File: src/rtl/hub75_bcm_driver.sv
// rtl/hub75_bcm_driver.sv - HUB75 LED-matrix scan driver with binary-coded modulation
//
// Purpose:
//   Reads two pixels per column (upper and lower panel half) from a
//   framebuffer read port, shifts one bit-plane per row into the panel while
//   the previously latched plane is being displayed, then blanks, latches and
//   drives the row address. Plane b of a row is lit for BASE_ON<<b ticks,
//   where one tick is CLK_DIV system clocks.
//
// Optional feature:
//   HUB75_BRIGHTNESS_EN - adds an 8-bit brightness input, sampled when a plane
//   is latched; the lit portion of each plane becomes
//   ((BASE_ON<<p)*(brightness+1))>>8 ticks while the plane period is unchanged.
//
// Ports:
//   clk_27MHz   in   system clock, all logic on the rising edge
//   rst         in   synchronous active-high reset
//   brightness  in   [7:0] global dimming (only with HUB75_BRIGHTNESS_EN)
//   fb_addr     out  {row, column} framebuffer read address
//   fb_data     in   {lower {R,G,B}, upper {R,G,B}}, valid 1 clock after fb_addr
//   rgb1, rgb2  out  upper / lower half serial data {R,G,B}
//   row         out  displayed row address
//   sclk        out  panel shift clock
//   oe          out  output blank, 1 = LEDs off
//   latch       out  panel latch
//   frame_start out  one-clock pulse when row 0 / column 0 / plane 0 is addressed
module hub75_bcm_driver #(
    parameter int COLS          = 64,
    parameter int ROW_ADDR_BITS = 5,
    parameter int COLOR_BITS    = 4,
    parameter int CLK_DIV       = 4,
    parameter int BASE_ON       = 8
) (
    input  logic                                   clk_27MHz,
    input  logic                                   rst,
`ifdef HUB75_BRIGHTNESS_EN
    input  logic [7:0]                             brightness,
`endif
    output logic [ROW_ADDR_BITS+$clog2(COLS)-1:0]  fb_addr,
    input  logic [6*COLOR_BITS-1:0]                fb_data,
    output logic [2:0]                             rgb1,
    output logic [2:0]                             rgb2,
    output logic [ROW_ADDR_BITS-1:0]               row,
    output logic                                   sclk,
    output logic                                   oe,
    output logic                                   latch,
    output logic                                   frame_start
);

    localparam int COL_W  = $clog2(COLS);
    localparam int AW     = ROW_ADDR_BITS + COL_W;
    localparam int ON_MAX = BASE_ON << (COLOR_BITS - 1);
    localparam int ON_W   = $clog2(ON_MAX + 1);
    localparam int DIV_W  = $clog2(CLK_DIV);
    localparam int PL_W   = (COLOR_BITS > 1) ? $clog2(COLOR_BITS) : 1;

    typedef enum logic [2:0] {
        ST_SHIFT_LO,
        ST_SHIFT_HI,
        ST_WAIT,
        ST_BLANK,
        ST_LATCH,
        ST_SHOW
    } state_t;

    state_t                   state_q, state_d;
    logic [DIV_W-1:0]         div_q, div_d;
    logic [COL_W-1:0]         col_q, col_d;
    logic [PL_W-1:0]          plane_q, plane_d;
    logic [ROW_ADDR_BITS-1:0] row_cnt_q, row_cnt_d;
    logic [ON_W-1:0]          on_cnt_q, on_cnt_d;
    logic [ON_W-1:0]          off_thr_q, off_thr_d;
    logic [2:0]               rgb1_q, rgb1_d;
    logic [2:0]               rgb2_q, rgb2_d;
    logic [ROW_ADDR_BITS-1:0] row_q, row_d;
    logic                     sclk_q, sclk_d;
    logic                     oe_q, oe_d;
    logic                     latch_q, latch_d;
    logic [AW-1:0]            fb_addr_q, fb_addr_d;
    logic                     frame_start_q, frame_start_d;
    logic                     first_q;

    logic                     tick;
    logic [COL_W-1:0]         col_nxt;
    logic [PL_W-1:0]          plane_nxt;
    logic [ROW_ADDR_BITS-1:0] row_nxt;
    logic [ON_W-1:0]          on_len;
    logic [ON_W-1:0]          off_thr;
    logic [COLOR_BITS-1:0]    r_up, g_up, b_up, r_lo, g_lo, b_lo;

    assign tick = (div_q == DIV_W'(CLK_DIV - 1));

    assign b_up = fb_data[COLOR_BITS-1:0];
    assign g_up = fb_data[2*COLOR_BITS-1:COLOR_BITS];
    assign r_up = fb_data[3*COLOR_BITS-1:2*COLOR_BITS];
    assign b_lo = fb_data[4*COLOR_BITS-1:3*COLOR_BITS];
    assign g_lo = fb_data[5*COLOR_BITS-1:4*COLOR_BITS];
    assign r_lo = fb_data[6*COLOR_BITS-1:5*COLOR_BITS];

    // Column wraps at COLS, which need not be a power of two.
    assign col_nxt = (col_q == COL_W'(COLS - 1)) ? '0 : col_q + COL_W'(1);

    // Plane/row that will be shifted after the current one.
    always_comb begin
        plane_nxt = plane_q + PL_W'(1);
        row_nxt   = row_cnt_q;
        if (plane_q == PL_W'(COLOR_BITS - 1)) begin
            plane_nxt = '0;
            row_nxt   = row_cnt_q + ROW_ADDR_BITS'(1);
        end
    end

    // Period of the plane being latched, and the on-counter value at which
    // the LEDs switch off (0 means lit for the whole period).
    always_comb begin
        on_len = ON_W'(BASE_ON) << plane_q;
`ifdef HUB75_BRIGHTNESS_EN
        begin
            logic [ON_W+8:0] on_scaled;
            on_scaled = (ON_W+9)'(on_len) * ((ON_W+9)'(brightness) + (ON_W+9)'(1));
            off_thr   = on_len - ON_W'(on_scaled >> 8);
        end
`else
        off_thr = '0;
`endif
    end

    always_comb begin
        state_d       = state_q;
        div_d         = tick ? '0 : div_q + DIV_W'(1);
        col_d         = col_q;
        plane_d       = plane_q;
        row_cnt_d     = row_cnt_q;
        on_cnt_d      = on_cnt_q;
        off_thr_d     = off_thr_q;
        rgb1_d        = rgb1_q;
        rgb2_d        = rgb2_q;
        row_d         = row_q;
        sclk_d        = sclk_q;
        oe_d          = oe_q;
        latch_d       = latch_q;
        fb_addr_d     = fb_addr_q;
        frame_start_d = first_q;

        if (tick) begin
            case (state_q)
                ST_SHIFT_LO: begin
                    sclk_d    = 1'b0;
                    rgb1_d    = {r_up[plane_q], g_up[plane_q], b_up[plane_q]};
                    rgb2_d    = {r_lo[plane_q], g_lo[plane_q], b_lo[plane_q]};
                    col_d     = col_nxt;
                    fb_addr_d = {row_cnt_q, col_nxt};
                    state_d   = ST_SHIFT_HI;
                end
                ST_SHIFT_HI: begin
                    sclk_d  = 1'b1;
                    // Column index has wrapped back to 0 once all COLS are out.
                    state_d = (col_q == '0) ? ST_WAIT : ST_SHIFT_LO;
                end
                ST_WAIT: begin
                    sclk_d = 1'b0;
                    if (on_cnt_q == '0) begin
                        state_d = ST_BLANK;
                    end
                end
                ST_BLANK: begin
                    oe_d    = 1'b1;
                    state_d = ST_LATCH;
                end
                ST_LATCH: begin
                    latch_d   = 1'b1;
                    row_d     = row_cnt_q;
                    on_cnt_d  = on_len;
                    off_thr_d = off_thr;
                    state_d   = ST_SHOW;
                end
                ST_SHOW: begin
                    latch_d       = 1'b0;
                    oe_d          = (on_cnt_q <= off_thr_q);
                    plane_d       = plane_nxt;
                    row_cnt_d     = row_nxt;
                    col_d         = '0;
                    fb_addr_d     = {row_nxt, COL_W'(0)};
                    frame_start_d = first_q | ((row_nxt == '0) && (plane_nxt == '0));
                    state_d       = ST_SHIFT_LO;
                end
                default: begin
                    state_d = ST_SHIFT_LO;
                end
            endcase

            // The freshly loaded count starts running on the tick after SHOW,
            // so the lit time is exactly the loaded number of ticks.
            if ((on_cnt_q != '0) && (state_q != ST_LATCH) && (state_q != ST_SHOW)) begin
                on_cnt_d = on_cnt_q - ON_W'(1);
                if (on_cnt_d <= off_thr_q) begin
                    oe_d = 1'b1;
                end
            end
        end
    end

    always_ff @(posedge clk_27MHz) begin
        if (rst) begin
            state_q       <= ST_SHIFT_LO;
            div_q         <= '0;
            col_q         <= '0;
            plane_q       <= '0;
            row_cnt_q     <= '0;
            on_cnt_q      <= '0;
            off_thr_q     <= '0;
            rgb1_q        <= '0;
            rgb2_q        <= '0;
            row_q         <= '1;
            sclk_q        <= 1'b0;
            oe_q          <= 1'b1;
            latch_q       <= 1'b0;
            fb_addr_q     <= '0;
            frame_start_q <= 1'b0;
            first_q       <= 1'b1;
        end else begin
            state_q       <= state_d;
            div_q         <= div_d;
            col_q         <= col_d;
            plane_q       <= plane_d;
            row_cnt_q     <= row_cnt_d;
            on_cnt_q      <= on_cnt_d;
            off_thr_q     <= off_thr_d;
            rgb1_q        <= rgb1_d;
            rgb2_q        <= rgb2_d;
            row_q         <= row_d;
            sclk_q        <= sclk_d;
            oe_q          <= oe_d;
            latch_q       <= latch_d;
            fb_addr_q     <= fb_addr_d;
            frame_start_q <= frame_start_d;
            first_q       <= 1'b0;
        end
    end

    assign fb_addr     = fb_addr_q;
    assign rgb1        = rgb1_q;
    assign rgb2        = rgb2_q;
    assign row         = row_q;
    assign sclk        = sclk_q;
    assign oe          = oe_q;
    assign latch       = latch_q;
    assign frame_start = frame_start_q;

endmodule

File: config.mk
export PLATFORM = sky130hd
export DESIGN_NAME = hub75_bcm_driver
export DESIGN_NICKNAME = d
export VERILOG_FILES = /design/src/rtl/hub75_bcm_driver.sv
export SDC_FILE = /design/constraint.sdc
export NUM_CORES = 1
export LEC_CHECK = 0
export BUFFER_PORTS_ARGS = -buffer_cell sky130_fd_sc_hd__buf_2
export CORE_ASPECT_RATIO = 1.4
export CORE_MARGIN = 5
export CORE_UTILIZATION = 50
export CTS_BUF_LIST = sky130_fd_sc_hd__clkbuf_4
export DETAILED_ROUTE_END_ITERATION = 7
export GPL_TIMING_DRIVEN = 0
export PLACE_DENSITY = 0.74
export SLEW_MARGIN = 25
export SYNTH_ARGS = -nofsm -noshare
export SYNTH_HDL_FRONTEND = slang
export SYNTH_SLANG_ARGS = --single-unit
export TNS_END_PERCENT = 1
File: constraint.sdc
create_clock -name clk_27MHz -period 4.8 [get_ports clk_27MHz]
set_input_delay 0.48 -clock clk_27MHz [delete_from_list [all_inputs] [get_ports clk_27MHz]]
set_output_delay 0.48 -clock clk_27MHz [all_outputs]
set_load 0.01 [all_outputs]
After elaboration in Yosys (flattened, before gate mapping) --
Index checks and enable logic that the tools add are counted.
Storage, ports and cells: bits in registers 52, bits of input ports 26, word-level logic and storage cells 89
Operators by class: shifts and indexed selects 1, equal/unequal tests 11, reductions and logical operators 23, bitwise operators 1, mux-type cells 30, add/subtract/negate cells 5, order comparisons 3
Operator list (count):
- case mux 11 bit (2 select lines) | 1
- AND reduction 2 bit | 8
- case mux 3 bit (5 select lines) | 1
- <= comparator 7 x 1 -> 1 bit (second input constant) | 2
- two-way mux 7 bit | 2
- binary-select mux 1 bit (select 2 bit) | 6
- case mux 6 bit (2 select lines) | 1
- two-way mux 1 bit | 11
- nonzero test 2 bit | 4
- zero test 7 bit | 1
- nonzero test 7 bit | 1
- left shift 4 x 2 -> 7 bit (first input constant) | 1
- subtractor 7 x 1 -> 7 bit (second input constant) | 1
- adder 6 x 1 -> 6 bit (second input constant) | 1
- == test 3 x 2 -> 1 bit (second input constant) | 2
- == test 3 bit (second input constant) | 2
- == test 6 bit (second input constant) | 1
- zero test 6 bit | 1
- two-way mux 6 bit | 1
- != test 3 bit (second input constant) | 2
- case mux 1 bit (2 select lines) | 3
- adder 5 x 1 -> 5 bit (second input constant) | 1
- zero test 5 bit | 1
- two-way mux 5 bit | 1
- other kinds (12) | 18

Logic depth before layout (Yosys ltp) --
Gate-level depths: netlist of run 1.
depth in word-level cells 7, mapped depth 6, gate-level depth less buffers 6

Worst setup path after synthesis of run 1 --
No wires, ideal clock.
kind register -> register, start point register on_cnt_q[0], end point register on_cnt_q[2], setup time 0.121 ns, setup slack 2.774 ns, data arrival time 1.904 ns, cell stages (with the launch flop) 7, data required time 4.679 ns, period minus slack after synthesis 2.026 ns, cell sequence dfxtp_1 -> inv_1 -> ha_1 -> or4b_4 -> o31a_4 -> and3_4 -> mux2_4
Between the ends: cells in the longest elaborated chain, start to end 5, elaborated cells on any way between the ends 7, classes of those cells add/sub (1); mux (1); reduce/logical (5)
RTL lines:
- start: declaration | line 71 | logic [ON_W-1:0] on_cnt_q, on_cnt_d;
- start signal: assignment | line 227 | on_cnt_q <= on_cnt_d;
- parallel branches: the longest is 5 deep, another holds subtractor 7 x 1 -> 7 bit
Parallel ways; which one is timed is not known. A chain may end at the register's enable or synchronous reset.

Worst setup path after layout of run 1 --
start point register on_cnt_q[1], end point register on_cnt_q[2]
Same word-level chain as after synthesis.

==> flow_results.org, run 1 <==
** Worst setup path
- Slowest stage cell, crit path :: sky130_fd_sc_hd__or4b_4
- The number of buffers and inverters on the critical path is 1.
- Data required time of the critical path :: 5.06 ns
- On the worst path, the slowest cell contributes a delay of 0.53 ns.
- Kind of end point of the critical path :: flop
- Crit path max-delay family :: simple AND/OR/NAND/NOR gates
- For the worst setup path, the data arrival time is 2.47 ns.
- The worst setup path is launched from a flop.
- Ordered list of cells on the worst path :: inv_1 > ha_1 > or4b_4 > o31a_4 > and3_4 > mux2_4
- Highest net fanout along the worst path :: 8
- Crit Path Category :: flop to flop

** STA
- Unrepaired setup endpoints after global routing :: false
- Slew Limit Headroom :: 57.35%
- Worst path setup slack after routing :: 2.592 ns
- For the pin with the worst max-slew slack, the measured transition is 0.6397 ns.
- Hold Violations, Final :: 0
- Fmax :: 452.9 MHz
- Pins Over Slew Limit :: 0
- Final hold analysis gives a worst-case slack of 0.2895 ns.
- The worst path uses 46.00% of the clock period.
- Setup violations remaining at the end of the flow were counted as 0.
- Worst-case clock skew :: 0.009828 ns
- The worst path in the final design needs a cycle of 2.208 ns, including I/O delays and setup.
- Total negative slack :: 0 ns

** Routing
- Total Wirelength :: 6.258 mm
- Violation count after the first detailed-route iteration :: 105
- Number of detailed-route iterations in the first pass :: 4
- The detail route stage leaves a number of antenna-violating nets equal to 0.
- Wire length per cell after detailed routing :: 15.19 µm
- DR DRC count :: 0
- In the routed layout, each cell is associated on average with a via count of 5.495.
- For this block, the via count after detailed routing is 2264.

** Die
- The floorplan has 30 rows.
- Once the floorplan was initialized, standard cells occupied 52.11% of the core.
- Measured along the x axis, the die boundary spans 70.51 µm.
- Y dimension of the die :: 94.71 µm
- I/O pin total :: 52
- The die covers 0.006677 mm².
- Floorplan Core Area :: 0.004917 mm²

** Global routing
- Global-route wire length before repair :: 10.49 mm
- Global Route Usage Sum :: 19.38%
- Antenna violations before repair :: 0
- Entering global routing, the biggest net connects 14 pins.
- Summed over all layers, the global routing overflow is 0.
- Via count of the first global-routing pass :: 2258

** Clock tree
- The root buffer cell chosen for the clock tree is sky130_fd_sc_hd__clkbuf_4.
- In this run, CTS created clock tree buffers numbering 5.
- Clock tree from TritonCTS :: done
- Clock transition at the register clock pins on the worst setup and hold paths after CTS :: 0.13 ns
- Once the clock tree was built, the setup fixing pass inserted 0 buffers.
- No sink is reached through more buffers than the 2 on the longest clock path.
- CTS saw 46 sinks.
- H-tree depth reported by CTS :: 2
- Clock latency on the worst-skew pair :: 0.36 ns
- Number of instances resized during post-cts repair :: 0
- Hold buffer count at CTS :: 0

** Power and ir drop
- Sw power :: 0.1663 mW
- Across the VDD grid, the largest voltage drop is 0.1148 mV.
- Switching Share :: 25.61%
- Power share of the combinational group :: 11.0%
- In this run the static leakage power is 1.115 nW.
- Overall power consumption after layout is estimated at 0.6495 mW.
- Internal power summed over all cells :: 0.4832 mW
- In this run the power density over the cells is 219.8 mW/mm².
- Sequential share of power :: 61.1%
- Clock power share :: 28.0%

** Yosys
- Yosys printed 0 warnings.
- Post-Syn Instances :: 290
- Netlist area before placement :: 0.002562 mm²
- Post-synth EDFFs :: 0
- Ranked by total cell area, the synthesized netlist is headed by sky130_fd_sc_hd__dfxtp_1, sky130_fd_sc_hd__ha_1, sky130_fd_sc_hd__mux4_2, sky130_fd_sc_hd__a21oi_1, sky130_fd_sc_hd__nand2_1.
- In this run the mean area of a mapped cell was 8.836 µm².
- The synthesized netlist contains 53 unique library cells.
- Of the synthesized area, sequential elements account for 35.94%.
- Counting every net in the synthesized netlist gives 327.
- Synth cell count leaders :: sky130_fd_sc_hd__dfxtp_1, sky130_fd_sc_hd__nand2_1, sky130_fd_sc_hd__a21oi_1
- Post-synthesis register bit count :: 46
- Primary FF master, synth :: sky130_fd_sc_hd__dfxtp_1
- In the post-synthesis netlist, the cell with the most instances is sky130_fd_sc_hd__dfxtp_1.
- Ys async rst share :: 0%
- Most area-hungry cell type in the Yosys netlist :: sky130_fd_sc_hd__dfxtp_1
- Top cell type's share of synthesized area :: 35.94%

** Cells and area
- The number of antenna diodes in the final layout is 0.
- Proportion of layout cells with a drive suffix above 1 :: 22.99%
- Utilization of the core after routing :: 60.10%
- After the last flow step, the layout net total stands at 385.
- Number of fill cells in the layout :: 457
- The finished cells cover 0.002955 mm².
- Synth-to-Final Area Change :: 15.33%
- Non-filler cells, final :: 412

** Placement
- Routability-driven placement finished with a final weighted congestion of 0.8287.
- HPWL after DPL :: 4.733 mm
- Post-DP Area :: 0.002898 mm²
- In this run the tool buffered the top-level ports with 51 buffer cells.
- Post-place setup slack :: 2.623 ns
- Total instance count after detailed placement :: 405

** Run
- Number of violations of the max-capacitance limit :: 0

** Worst hold path
- Worst hold path class :: input pin to flop

** Status
- Run status :: finished clean
-- worst paths after layout --
check / start / end / slack (ns) / depth (start not counted)
setup / recovery: on_cnt_q[1]$_SDFFE_PP0P_ / on_cnt_q[2]$_SDFFE_PP0P_ / 2.59 / 6
hold / removal: rst / first_q$_DFF_P_ / 0.29 / 1
setup reg to reg: on_cnt_q[1]$_SDFFE_PP0P_ / on_cnt_q[2]$_SDFFE_PP0P_ / 2.59 / 6
hold reg to reg: div_q[0]$_SDFF_PP0_ / div_q[0]$_SDFF_PP0_ / 0.44 / 1
-- flip-flops by register name, summed over array words and instances, names as in the netlist, 2 cells and up --
register,count
on_cnt_q,7
state_q,3
rgb1,3
row,5
fb_addr,6
div_q,2
row_cnt_q,5
col_q,5
rgb2,3
plane_q,2
-- cells by family (layout without fill, tap and decap cells) --
kind of cell / Yosys count / after routing / synth area share (%)
AO/OA/AOI/OAI: 59 / 59 / 14.84
XOR/XNOR: 9 / 9 / 3.076
adder cells (fa/ha/maj): 12 / 12 / 5.762
buffers and inverters: 30 / 88 / 5.908
flip-flops: 46 / 46 / 35.94
multiplexers: 17 / 17 / 9.814
AND/OR/NAND/NOR: 117 / 117 / 24.66
-- per-layer routing --
metal  vias to the layer above  track usage (%)  part of all wire [%]  wire [µm]
met4                         0            8.307                   1.6        102
met3                        11            3.301                   4.9        307
met5                         -                0                     0          0
li1                       1159                -                     -          -
met2                        55            34.30                    51       3201
met1                      1039            22.90                    42       2647
-- placed cells by master (no fill, tap or decap), types with 11 or more instances in the layout --
master / n
sky130_fd_sc_hd__buf_2: 51
sky130_fd_sc_hd__dfxtp_1: 46
sky130_fd_sc_hd__nand2_1: 33
sky130_fd_sc_hd__a21oi_1: 25
sky130_fd_sc_hd__nor2_1: 22
sky130_fd_sc_hd__clkbuf_1: 16
sky130_fd_sc_hd__ha_1: 11
-- layout make-up --
type	count	area [µm²]	area share, %
Clock buffer	6	45.04	1.524
Buffer	21	117.6	3.980
Tap cell	64	80.08	2.710
Sequential cell	46	920.9	31.16
Inverter	9	33.78	1.143
Multi-Input combinational cell	214	1495	50.59
Clock inverter	1	7.507	0.2540
Timing Repair Buffer	51	255.2	8.637
-- power groups by stage --
| stage | clock, mW | sequential [mW] | combinational, mW |
|---|---|---|---|
| 2_1_floorplan | 0 | 0.408 | 0.0388 |
| 3_3_place_gp | 0 | 0.405 | 0.0701 |
| 3_5_place_dp | 0 | 0.405 | 0.0716 |
| 4_1_cts | 0.189 | 0.397 | 0.0717 |
| 5_1_grt | 0.206 | 0.398 | 0.0794 |
| 6_report | 0.182 | 0.397 | 0.0713 |
Note: power is estimated with default switching activity, not from simulation.
==> run 2: changes to the inputs <==
--- a/config.mk
+++ b/config.mk
@@ -12,7 +12,7 @@
 export CTS_BUF_LIST = sky130_fd_sc_hd__clkbuf_4
 export DETAILED_ROUTE_END_ITERATION = 7
 export GPL_TIMING_DRIVEN = 0
-export PLACE_DENSITY = 0.74
+export PLACE_DENSITY = 0.77
 export SLEW_MARGIN = 25
 export SYNTH_ARGS = -nofsm -noshare
 export SYNTH_HDL_FRONTEND = slang
==> constraint.sdc (replaced) <==
create_clock -name clk_27MHz -period 1.9 [get_ports clk_27MHz]
set_input_delay 0.19 -clock clk_27MHz [delete_from_list [all_inputs] [get_ports clk_27MHz]]
set_output_delay 0.19 -clock clk_27MHz [all_outputs]
set_load 0.01 [all_outputs]
==> flow_results.org, run 2 (same netlist as run 1, synthesis figures left out) <==
** Cells and area
- 0 antenna diodes ended up in the layout.
- After filler insertion, the fill cell instance count of the layout stands at 446.
- Area used by multi-input combinational logic :: 0.001510 mm²
- Most frequent standard cell in the layout excluding fill and tap cells :: sky130_fd_sc_hd__buf_2
- Synth-to-Final Area Change :: 18.21%
- Proportion of layout cells with a drive suffix above 1 :: 26.27%
- Area taken by flip-flops and latches :: 925.9 µm²
- Nets@finish :: 390
- The register with the most flip-flops in the layout has 7 of them.
- Commonest non-fill, non-tap cells in the layout :: sky130_fd_sc_hd__buf_2, sky130_fd_sc_hd__dfxtp_1, sky130_fd_sc_hd__nand2_1
- on_cnt_q holds more flip-flops than any other register.

** Clock tree
- After clock tree synthesis, the clock-pin slew on the worst setup and hold paths is 0.14 ns.
- Clock latency on the worst-skew pair :: 0.37 ns
- The tree is rooted in a sky130_fd_sc_hd__clkbuf_4.
- The clock passes through at most 2 buffers.
- H-tree depth reported by CTS :: 2
- Clock net sink count :: 46
- Buffers inserted during clock tree synthesis total 5.
- TritonCTS built the clock tree.

** Worst setup path
- Critical path data arrival time :: 2.31 ns
- Data required time of the critical path :: 2.18 ns
- Beginning of the worst register-to-register path :: on_cnt_q[1]$_SDFFE_PP0P_
- The critical path is of the flop to flop type.
- Highest net fanout along the worst path :: 8
- Kind of end point of the critical path :: flop
- Worst setup path startpoint :: on_cnt_q[1]$_SDFFE_PP0P_
- Crit-path max cell delay :: 0.49 ns
- Traced cell by cell, the critical path runs through inv_2 > ha_4 > or4b_4 > o31a_4 > and3_4 > mux2_4.
- Startpoint kind of the worst setup timing path :: flop
- Slowest stage cell, crit path :: sky130_fd_sc_hd__or4b_4

** Die
- Once the floorplan was initialized, standard cells occupied 52.11% of the core.
- Pin placement for this block handled 52 I/O pins.
- The die is 94.71 µm tall.
- The core region is 0.004917 mm².
- After floorplanning, the core was divided into 30 placement rows.
- The floorplan step defined a die boundary enclosing 0.006677 mm².
- From left edge to right edge, the die measures 70.51 µm.

** Routing
- In this run, the number of DRC markers left after iteration 0 of detailed routing was 77.
- Dividing the detail-routed wire length by the instance count gives 14.95 µm.
- In this run the remaining antenna-violating nets after routing total 0.
- After detailed routing, the number of vias per cell comes to 5.608.
- The detailed router placed 2344 vias in this run.
- Before antenna repair, the detailed router went through 4 iterations.
- Total Wirelength :: 6.248 mm
- DR DRC count :: 0

** Global routing
- Global Route Usage Sum :: 18.66%
- The via count of the first global-routing pass was 2231.
- Pin count of the biggest net entering global routing :: 16
- Total congestion overflow after global routing :: 0
- The initial antenna violation count is 0.
- The first global-routing pass estimated 10.09 mm of wire.

** Status
- The final reports fail on negative setup slack.
- The run finished, with violations left.

** STA
- Across all setup checks in the final design, the least slack found is -0.1304 ns.
- Between clock sinks in the finished design, the worst skew comes to 0.006956 ns.
- Pins Over Slew Limit :: 0
- On the final layout, the worst hold slack is 0.2862 ns.
- Of the available clock period, the critical path in the final layout requires 106.9%.
- Unrepaired setup endpoints after global routing :: true
- Slew Limit Headroom :: 59.34%
- Counting I/O delays and the setup requirement, the final critical path takes 2.030 ns.
- Hold Violations, Final :: 0
- Setup violations remaining at the end of the flow were counted as 4.
- For the pin with the worst max-slew slack, the measured transition is 0.6099 ns.
- Fmax :: 492.5 MHz

** Power and ir drop
- Across the VDD grid, the largest voltage drop is 0.2983 mV.
- Pwr dens :: 549.0 mW/mm²
- Leakage dissipation :: 1.148 nW
- Summing internal, switching and leakage power gives 1.663 mW.

** Worst hold path
- Worst hold path class :: input pin to flop
- Source of the worst hold timing path :: fb_data[4]

** Placement
- Summed over all nets, the half-perimeter wirelength after detailed placement is 4.637 mm.
- Number of buffer cells added on primary ports :: 51
- The congestion estimate from routability-driven global placement came to 0.8083.

** Run
- Max-cap violations in this run came to 0.
-- run 2: cell type report --
| cell class | instances | area share [%] |
|---|---|---|
| multi-input cells | 214 | 49.86 |
| flip-flops and latches | 46 | 30.57 |
| repair buffers | 57 | 9.996 |
| plain buffers | 20 | 3.800 |
| well taps | 64 | 2.644 |
| clock buffers | 5 | 1.239 |
| inverters | 9 | 1.198 |
| clock inverters | 3 | 0.7022 |
-- run 2: path summary, 6_finish.rpt --
path,endpoint,cells past startpoint,slack [ns]
max,on_cnt_q[2]$_SDFFE_PP0P_,6,-0.13
min reg2reg,div_q[0]$_SDFF_PP0_,1,0.44
max reg2reg,on_cnt_q[2]$_SDFFE_PP0P_,6,-0.13
min,rgb1[1]$_SDFFE_PP0P_,4,0.29
-- run 2: worst max-delay path: cells and delay by family, from the launching register on --
kind	cells	cell delay, ns
AO/OA/AOI/OAI	1	0.39
adder cells (fa/ha/maj)	1	0.16
buffers and inverters	1	0.08
flip-flops	1	0.36
multiplexers	1	0.28
AND/OR/NAND/NOR	2	0.67
-- run 2: where the power goes --
part | switching [mW] | internal [mW]
combinational | 0.101 | 0.0792
sequential | 0.0120 | 0.989
clock | 0.337 | 0.145
-- run 2: per-stage QoR --
stage          utilization (%)  setup TNS [ns]  setup WS [ns]  instance area [µm²]  instances
3_3_place_gp             59.19         -0.1376        -0.1029                 2910        405
5_1_grt                  61.60         -0.7811        -0.1794                 3029        418
4_1_cts                  60.66         -0.1126        -0.1092                 2983        413
6_report                 61.60         -0.2103        -0.1304                 3029        418
2_1_floorplan                -        -0.03699       -0.03699                 2575        290
3_5_place_dp             59.19         -0.2079        -0.1139                 2910        405
-- run 2: routing by layer --
| layer | vias to the layer above | track usage, % | part of all wire (%) |
|---|---|---|---|
| li1 | 1166 | - | - |
| met4 | 0 | 7.668 | 1.6 |
| met2 | 49 | 34.30 | 52 |
| met3 | 8 | 3.514 | 3.6 |
| met1 | 1121 | 20.90 | 43 |
| met5 | - | 0 | 0 |
-- run 2: repair_timing --
action,4_1_cts,5_1_grt
hold endpoints to repair,1,0
gates resized for setup,3,5
hold buffers,1,0
cloned,0,0
pin swaps,0,3
endpoints found under the setup margin,6,13
setup buffers,0,5
==> run 3: changes to the inputs <==
--- a/config.mk
+++ b/config.mk
@@ -7,12 +7,11 @@
 export LEC_CHECK = 0
 export BUFFER_PORTS_ARGS = -buffer_cell sky130_fd_sc_hd__buf_2
 export CORE_ASPECT_RATIO = 1.4
-export CORE_MARGIN = 5
-export CORE_UTILIZATION = 50
+export CORE_UTILIZATION = 40
 export CTS_BUF_LIST = sky130_fd_sc_hd__clkbuf_4
 export DETAILED_ROUTE_END_ITERATION = 7
 export GPL_TIMING_DRIVEN = 0
-export PLACE_DENSITY = 0.77
+export SETUP_SLACK_MARGIN = 0.15
 export SLEW_MARGIN = 25
 export SYNTH_ARGS = -nofsm -noshare
 export SYNTH_HDL_FRONTEND = slang
==> flow_results.org, run 3 (same netlist as run 1, synthesis figures left out) <==
** Worst hold path
- Worst hold path class :: input pin to flop

** Die
- After floorplanning, the core was divided into 34 placement rows.
- Y dimension of the die :: 96.70 µm
- In this run the horizontal extent of the chip is 69.65 µm.
- Floorplan Core Area :: 0.006211 mm²
- 52 I/O pins were placed.
- The floorplan step defined a die boundary enclosing 0.006735 mm².
- Starting Density :: 41.26%

** Routing
- Wire length per cell after detailed routing :: 15.01 µm
- Violation count after the first detailed-route iteration :: 63
- Routed vias :: 2337
- For this block, the routed nets add up to 6.424 mm of wire.
- Ratio of routed vias to standard cells :: 5.460
- Antenna violation net count after detailed routing :: 0
- Number of detailed-route iterations in the first pass :: 4
- DR DRC count :: 0

** Cells and area
- Largest register FFs :: 7
- In the layout the commonest cells are sky130_fd_sc_hd__buf_2, sky130_fd_sc_hd__dfxtp_1, sky130_fd_sc_hd__nand2_1.
- Number of fill cells in the layout :: 625
- After routing the design area is 0.003077 mm².
- Most frequent standard cell in the layout excluding fill and tap cells :: sky130_fd_sc_hd__buf_2
- Proportion of layout cells with a drive suffix above 1 :: 27.81%
- Synth-to-Final Area Change :: 20.07%
- Nets@finish :: 392
- Register name with the most flops :: on_cnt_q
- Antenna fix cells :: 0
- After the flow finishes, the layout carries non-filler instances totaling 428.

** Clock tree
- Clock latency on the worst-skew pair :: 0.37 ns
- Total clock buffers created by CTS :: 5
- Clock-pin slew was measured on the worst setup and hold paths at 0.14 ns.
- Clock net sink count :: 46
- The root buffer cell chosen for the clock tree is sky130_fd_sc_hd__clkbuf_4.
- Clock Path Buffers :: 2
- Clock tree from TritonCTS :: done
- The H-tree was split into 2 levels.

** Global routing
- Total congestion overflow after global routing :: 0
- Via count of the first global-routing pass :: 2302
- Entering global routing, the biggest net connects 15 pins.
- Global routing used 20.07% of the available tracks.
- Antenna violations before repair :: 0
- Global-route wire length before repair :: 10.91 mm

** STA
- Fmax :: 533.8 MHz
- Worst-case clock skew :: 0.01031 ns
- Slew @ Worst Pin :: 0.6764 ns
- Dividing the final minimum period by the clock period gives 98.59%.
- Hold Violations, Final :: 0
- WHS :: 0.2769 ns
- The number of pins exceeding their max-slew limit in the final report came to 0.
- Total negative slack :: 0 ns
- Measured against its own limit, the worst slew margin works out to 54.91%.
- Total setup violations reported at the end of the flow :: 0
- The worst path needs 1.873 ns of the cycle, external delays included.
- Unrepaired setup endpoints after global routing :: true

** Worst setup path
- Critical path endpoint :: on_cnt_q[2]$_SDFFE_PP0P_
- The worst setup path is launched from a flop.
- Beginning of the worst register-to-register path :: on_cnt_q[1]$_SDFFE_PP0P_
- Crit Path Category :: flop to flop
- The worst setup path is captured at a flop.
- Reg2Reg Depth :: 6
- Register-to-register setup slack :: 0.03 ns
- Highest net fanout along the worst path :: 7
- The endpoint identified for the worst register-to-register timing path is on_cnt_q[2]$_SDFFE_PP0P_.
- Critical path data arrival time :: 2.14 ns
- Data required time of the critical path :: 2.17 ns
- Worst setup path startpoint :: on_cnt_q[1]$_SDFFE_PP0P_

** Power and ir drop
- Worst IR Drop VDD :: 0.3580 mV
- Clock power share :: 34.7%
- Per report_power, the sequential group accounts for 55.3% of the total.
- Power share of the combinational group :: 10.0%
- Leakage dissipation :: 1.188 nW
- Net switching is 24.82% of the power.
- Internal power comes to 1.362 mW.
- Pwr dens :: 588.8 mW/mm²
- Final Total Pwr :: 1.812 mW
- For this design the total switching power over the nets is 0.4496 mW.

** Placement
- Detailed placement finished with a half-perimeter wire length of 4.639 mm.
- In this run the cell area measured after placement is 0.002925 mm².
- Total instance count after detailed placement :: 413
- Final weighted congestion of routability-driven global placement :: 0.8722
- Number of buffer cells added on primary ports :: 51

** Run
- The tool flagged a number of max-cap violations equal to 0.

** Status
- The flow ran to the end, and the final reports show no timing, DRC or antenna violations.
-- run 3: metal layers --
metal | vias up | part of all wire, % | global-route usage, %
li1 | 1173 | - | -
met1 | 1094 | 44 | 23.73
met2 | 57 | 50 | 35.03
met3 | 13 | 3.2 | 4.063
met4 | 0 | 2.5 | 8.154
met5 | - | 0 | 0
-- run 3: what timing repair did --
| action | in CTS | in global routing |
|---|---|---|
| hold buffers | 1 | 0 |
| setup buffers | 5 | 1 |
| hold endpoints to repair | 1 | 0 |
| pin swaps | 3 | 1 |
| gates resized for setup | 9 | 4 |
| setup endpoints to repair | 19 | 21 |
-- run 3: critical path, stage by stage, from the launching register on --
cell	delay [ns]
sky130_fd_sc_hd__dfxtp_2	0.35
sky130_fd_sc_hd__inv_2	0.07
sky130_fd_sc_hd__ha_4	0.13
sky130_fd_sc_hd__or4b_4	0.46
sky130_fd_sc_hd__o31a_4	0.33
sky130_fd_sc_hd__and3_4	0.16
sky130_fd_sc_hd__mux2_4	0.28
-- run 3: layout make-up --
type	instances	area (µm²)	share of cell area [%]
Multi-Input combinational cell	214	1508	49.00
Sequential cell	46	924.6	30.05
Timing Repair Buffer	58	310.3	10.09
Buffer	21	127.6	4.148
Tap cell	72	90.09	2.928
Clock buffer	6	45.04	1.464
Clock inverter	2	37.54	1.220
Inverter	9	33.78	1.098
-- run 3: power groups by stage --
stage                     combinational, mW  clock [mW]  sequential, mW
after floorplan                      0.0980           0            1.03
after global placement                0.178           0            1.02
after detailed placement              0.180           0            1.02
after CTS                             0.182       0.655            1.00
after global routing                  0.201       0.692            1.01
final                                 0.182       0.628            1.00
-- run 3: how the worst min path moves through the flow --
stage	from	endpoint	slack, ns	cells after the start
global route	fb_data[7]	rgb1[1]$_SDFFE_PP0P_	0.28	4
finish	fb_data[8]	rgb1[2]$_SDFFE_PP0P_	0.28	4
detailed placement	rst	first_q$_DFF_P_	0.36	1
floorplan	rst	first_q$_DFF_P_	0.22	0
CTS	fb_data[8]	rgb1[2]$_SDFFE_PP0P_	0.27	4
global placement	rst	first_q$_DFF_P_	0.36	1
-- run 3: through the flow --
step / utilization, % / setup slack [ns]
4_1_cts: 49.38 / -0.02885
2_1_floorplan: - / -0.03699
3_5_place_dp: 47.10 / -0.1158
6_report: 49.54 / 0.02677
5_1_grt: 49.54 / 0.006249
3_3_place_gp: 47.02 / -0.1123
